### src/rtl/fetch_pkg.sv
// Shared fetch/decode definitions: fetch FSM states, the canonical NOP and the
// opcodes that the control unit also uses.
package fetch_pkg;

  typedef enum logic [1:0] {
    BUBBLE,
    RUN,
    HOLD
  } fetch_state_t;

  // addi x0, x0, 0
  localparam logic [31:0] INSTR_NOP  = 32'h0000_0013;
  localparam logic [6:0]  OPC_OP_IMM = 7'd19;
  localparam logic [6:0]  OPC_BRANCH = 7'd99;

endpackage

### src/rtl/fetch_next_pc.sv
// Next fetch address: sequential pc+4 or a word-aligned branch target
// computed from the PC of the instruction currently being decoded.
module fetch_next_pc #(
  parameter int unsigned ADDR_WIDTH = 32
) (
  input  logic [ADDR_WIDTH-1:0] pc,
  input  logic [ADDR_WIDTH-1:0] pcd,
  input  logic [ADDR_WIDTH-1:0] immop,
  input  logic                  redirect,
  output logic [ADDR_WIDTH-1:0] next_pc
);

  logic [ADDR_WIDTH-1:0] seq_pc;
  logic [ADDR_WIDTH-1:0] target;

  // Select sequential or branch target; both wrap modulo 2^ADDR_WIDTH.
  always_comb begin
    seq_pc  = pc + ADDR_WIDTH'(4);
    target  = (pcd + immop) & ~ADDR_WIDTH'(3);
    next_pc = redirect ? target : seq_pc;
  end

endmodule

### src/rtl/fetch_unit.sv
// Instruction-fetch stage: owns the PC, drives a 1-cycle-latency instruction
// memory and presents one instruction per cycle with its PC. A NOP is shown
// whenever no valid instruction is present.
// Optional build macro FETCH_PERF_CNT_EN adds fetch_count / squash_count.
module fetch_unit
  import fetch_pkg::*;
#(
  parameter int unsigned           ADDR_WIDTH = 32,
  parameter logic [ADDR_WIDTH-1:0] RESET_PC   = '0
) (
  input  logic                  clk,
  input  logic                  rst,
  input  logic                  stall,
  input  logic                  pcsrc,
  input  logic [ADDR_WIDTH-1:0] immop,
  output logic [ADDR_WIDTH-1:0] imem_addr,
  input  logic [31:0]           imem_rdata,
  output logic [31:0]           instr,
  output logic                  instr_valid,
  output logic [ADDR_WIDTH-1:0] pc_out
`ifdef FETCH_PERF_CNT_EN
  ,
  output logic [31:0]           fetch_count,
  output logic [31:0]           squash_count
`endif
);

  fetch_state_t          state, state_d;
  logic [ADDR_WIDTH-1:0] pc_q, pc_d;
  logic [ADDR_WIDTH-1:0] pcd_q, pcd_d;
  logic [31:0]           hold_q, hold_d;
  logic [ADDR_WIDTH-1:0] next_pc;
  logic                  redirect;

  // Redirect only when a real instruction is leaving; stall takes priority.
  assign redirect = (state != BUBBLE) && !stall && pcsrc;

  fetch_next_pc #(
    .ADDR_WIDTH(ADDR_WIDTH)
  ) u_next_pc (
    .pc       (pc_q),
    .pcd      (pcd_q),
    .immop    (immop),
    .redirect (redirect),
    .next_pc  (next_pc)
  );

  assign imem_addr = pc_q;
  assign pc_out    = pcd_q;

  // State and PC registers.
  always_ff @(posedge clk) begin
    if (rst) begin
      state  <= BUBBLE;
      pc_q   <= RESET_PC;
      pcd_q  <= RESET_PC;
      hold_q <= INSTR_NOP;
    end else begin
      state  <= state_d;
      pc_q   <= pc_d;
      pcd_q  <= pcd_d;
      hold_q <= hold_d;
    end
  end

  // Next-state logic and instruction output mux.
  always_comb begin
    state_d     = state;
    pc_d        = pc_q;
    pcd_d       = pcd_q;
    hold_d      = hold_q;
    instr       = INSTR_NOP;
    instr_valid = 1'b0;
    case (state)
      BUBBLE: begin
        pcd_d   = pc_q;
        pc_d    = next_pc;
        state_d = RUN;
      end
      RUN, HOLD: begin
        instr       = (state == RUN) ? imem_rdata : hold_q;
        instr_valid = 1'b1;
        if (stall) begin
          // Capture the word only on entry; memory keeps reading pc_q meanwhile.
          if (state == RUN) hold_d = imem_rdata;
          state_d = HOLD;
        end else if (pcsrc) begin
          pc_d    = next_pc;
          state_d = BUBBLE;
        end else begin
          pcd_d   = pc_q;
          pc_d    = next_pc;
          state_d = RUN;
        end
      end
      default: state_d = BUBBLE;
    endcase
  end

`ifdef FETCH_PERF_CNT_EN
  // Performance counters: delivered instructions and taken redirects.
  always_ff @(posedge clk) begin
    if (rst) begin
      fetch_count  <= '0;
      squash_count <= '0;
    end else begin
      if (instr_valid && !stall && !pcsrc) fetch_count <= fetch_count + 32'd1;
      if (redirect) squash_count <= squash_count + 32'd1;
    end
  end
`endif

endmodule

### config.mk
export PLATFORM = sky130hd
export DESIGN_NAME = fetch_unit
export DESIGN_NICKNAME = d
export VERILOG_FILES = /design/src/rtl/fetch_pkg.sv /design/src/rtl/fetch_next_pc.sv /design/src/rtl/fetch_unit.sv
export SDC_FILE = /design/constraint.sdc
export NUM_CORES = 1
export LEC_CHECK = 0
export ABC_AREA = 1
export BUFFER_PORTS_ARGS = -buffer_cell sky130_fd_sc_hd__buf_2
export CORE_MARGIN = 5
export CORE_UTILIZATION = 46
export DETAILED_ROUTE_END_ITERATION = 16
export HOLD_SLACK_MARGIN = 0.1
export PLACE_DENSITY = 0.7
export SLEW_MARGIN = 20
export SYNTH_ARGS = -nofsm -noshare
export SYNTH_HDL_FRONTEND = slang
export SYNTH_SLANG_ARGS = --single-unit
### constraint.sdc
create_clock -name clk -period 5 [get_ports clk]
set_input_delay 0.5 -clock clk [delete_from_list [all_inputs] [get_ports clk]]
set_output_delay 0.5 -clock clk [all_outputs]
set_load 0.03 [all_outputs]
==> impl_metrics.env <==
export IMPL_n_antenna_cell=0
export IMPL_cts_root_buf="clkbuf_16"
export IMPL_cts_clk_slew_worst_paths_ns=0.08
export IMPL_status="finished clean"
export IMPL_cp_required_ns=5.29
export IMPL_rsz0062_at_grt="false"
export IMPL_fin_skew_ns=0.00785
export IMPL_drtIter0Drc=749
export IMPL_start_util_pct=47.1
export IMPL_slew_headroom_pct=35.1
export IMPL_cts_htree_levels=3
export IMPL_cts_tree="yes"
export IMPL_synth_yosys_seq_area_share_pct=27.3
export IMPL_syn_area_um2=6890
export IMPL_worstPathMaxFanout=39
export IMPL_multiInputGateArea_um2=4270
export IMPL_postSynthCellCount=1111
export IMPL_cp_end_kind="register"
export IMPL_setup_tns_ns=0
export IMPL_max_freq_mhz=352
export IMPL_vdd_drop_max_mv=0.273
export IMPL_vias=7541
export IMPL_antenna_found_initial=0
export IMPL_power_leakage_uw=0.00415
export IMPL_core_region_area_um2=14600
export IMPL_grt_overflow=0
export IMPL_cts_buffer_depth=2
export IMPL_postLayoutCellArea_um2=8040
export IMPL_drive_above_1_share_pct=16.6
export IMPL_synth_seq_cells=94
export IMPL_grt_max_degree=71
export IMPL_die_area_um2=17500
export IMPL_clk_insertion_delay_late_ns=0.36
export IMPL_seqPwrFrac_pct=32.8
export IMPL_viasPerCell=5.26
export IMPL_n_fill_cell=1525
export IMPL_period_minus_slack_ns=2.84
export IMPL_synth_warnings=0
export IMPL_drv_cap=0
export IMPL_wl_mm=21.2
export IMPL_post_cts_setup_buffers=0
export IMPL_arrival_ns=3.13
export IMPL_grt_pass1_vias=6834
export IMPL_placementRows=44
export IMPL_drc=0
export IMPL_tightest_slew_ns=0.974
export IMPL_ant_nets=0
export IMPL_cts_hold_buf=0
export IMPL_syn_avg_cell_area_um2=6.21
export IMPL_numCtsBuffers=9
export IMPL_finalHoldViolations=0
export IMPL_groute_usage_overall_pct=23.8
export IMPL_hold_path_class="in -> reg"
export IMPL_startpoint_type="register"
export IMPL_comb_power_share_pct=43.9
export IMPL_fin_nets=1346
export IMPL_setup_viol=0
export IMPL_critPathKind="reg -> reg"
export IMPL_post_cts_resized=0
export IMPL_power_density_nw_per_um2=389
export IMPL_p_sw_share_pct=46.9
export IMPL_die_x_um=132
export IMPL_pwr_share_clk_pct=23.3
export IMPL_num_io_pins=165
export IMPL_seq_area_um2=1880
export IMPL_drtPass1Iterations=5
export IMPL_dp_hpwl_mm=16.1
export IMPL_fp_dieH_um=132
export IMPL_p_sw_uw=1460
export IMPL_area_growth_syn_to_layout_pct=16.6
export IMPL_clock_sinks=94
export IMPL_io_buffers=158
export IMPL_grt_first_pass_wirelength_mm=34.2
export IMPL_slew_viol_final=0
export IMPL_gp_congestion=0.905
export IMPL_intPower_uw=1660
export IMPL_synth_cell_types=38
export IMPL_wire_per_inst_um=14.8
export IMPL_dpl_cell_area_um2=7730
export IMPL_period_share_pct=56.8
## stage by stage
step | hold slack [ns] | setup WS [ns] | util, % | cells | total power (uW)
after floorplan | 0.436 | 2.68 | - | 1114 | 2030
after global placement | 0.448 | 2.20 | 52.8 | 1417 | 2390
after detailed placement | 0.451 | 2.20 | 52.8 | 1417 | 2400
after CTS | 0.386 | 2.18 | 54.9 | 1433 | 3140
after global routing | 0.395 | 1.83 | 54.9 | 1433 | 3350
final | 0.399 | 2.16 | 54.9 | 1433 | 3120
## per-layer routing
metal  track usage, %  vias up  wire, um
li1                 -     3851         -
met1             32.7     3390      9670
met2             37.2      267      9480
met3             4.90       33      1570
met4             8.08        0       531
met5                0        -         0
## synth_stat cells (all sizes together)
master  count  area (um2)
nand2     294        1120
inv       140         526
nor2      138         543
a21oi     115         576
o21ai     100         500
dfxtp      94        1880
nand3      58         300
ha         33         413
mux2i      29         290
buf        26         168
clkbuf     17        63.8
nor3       13         101
xor2       11        96.3
nand3b     10        75.1
nand4       6        37.5
a31oi       5        31.3
or2         5        31.3
xnor2       4        35.0
a211o       3        26.3
o211ai      3        22.5
a21o        2        15.0
o21bai      2        15.0
and2        1        6.26
conb        1        3.75
fa          1        20.0
## sequential cells by signal, summed over array words and instances (netlist names)
name       count
hold_q        32
imem_addr     30
pc_out        30
state          2
## worst max-delay path, cell delays in order, from the launching register on
cell and delay (ns):
dfxtp_1 0.37, inv_1 0.06, ha_1 0.38, inv_2 0.42
nand2_1 0.20, nand2_1 0.11, buf_4 0.34, inv_1 0.42
a21oi_1 0.22, o21ai_0 0.09, a21oi_1 0.15
## cell usage in the layout (no fill, tap or decap), types with 11 or more instances in the layout
| cell type | n |
|---|---|
| xor2_1 | 11 |
| buf_2 | 158 |
| inv_1 | 133 |
| ha_1 | 32 |
| o21ai_0 | 93 |
| dfxtp_1 | 94 |
| a21oi_1 | 115 |
| nand3_1 | 56 |
| nor2_1 | 132 |
| nand2_1 | 291 |
| mux2i_1 | 29 |
## cell type report
type | instances | share of cell area (%)
Multi-Input combinational cell | 837 | 53.1
Clock buffer | 9 | 2.80
Clock inverter | 7 | 1.04
Timing Repair Buffer | 162 | 10.2
Inverter | 140 | 6.54
Sequential cell | 94 | 23.4
Tap cell | 184 | 2.86
## worst paths after layout
path / startpoint / endpoint / slack, ns / cells after the start
worst max-delay path: state[0] / imem_addr[9] / 2.16 / 10
worst min-delay path: rst / imem_addr[4] / 0.40 / 2
worst max register to register: state[0] / imem_addr[9] / 2.16 / 10
worst min register to register: hold_q[4] / hold_q[4] / 0.48 / 1
## cells by family (layout without fill, tap and decap cells)
kind of cell	count (synthesis)	after routing	synth area share, %
adders and majority gates	34	34	6.28
muxes	29	29	4.21
other	1	4	0.0544
xor gates and xnor gates	15	15	1.91
buffers and inverters	183	318	11.0
AOI/OAI and AO/OA	230	230	17.2
DFF	94	94	27.3
and+or+nand+nor	525	525	32.1
## power groups by stage
stage / clock network [uW] / registers [uW] / logic (uW)
after floorplan: 0 / 1180 / 844
after global placement: 0 / 1040 / 1350
after detailed placement: 0 / 1040 / 1360
after CTS: 744 / 1020 / 1370
after global routing: 771 / 1050 / 1530
final: 728 / 1030 / 1370
(Power assumes the default switching activity.)
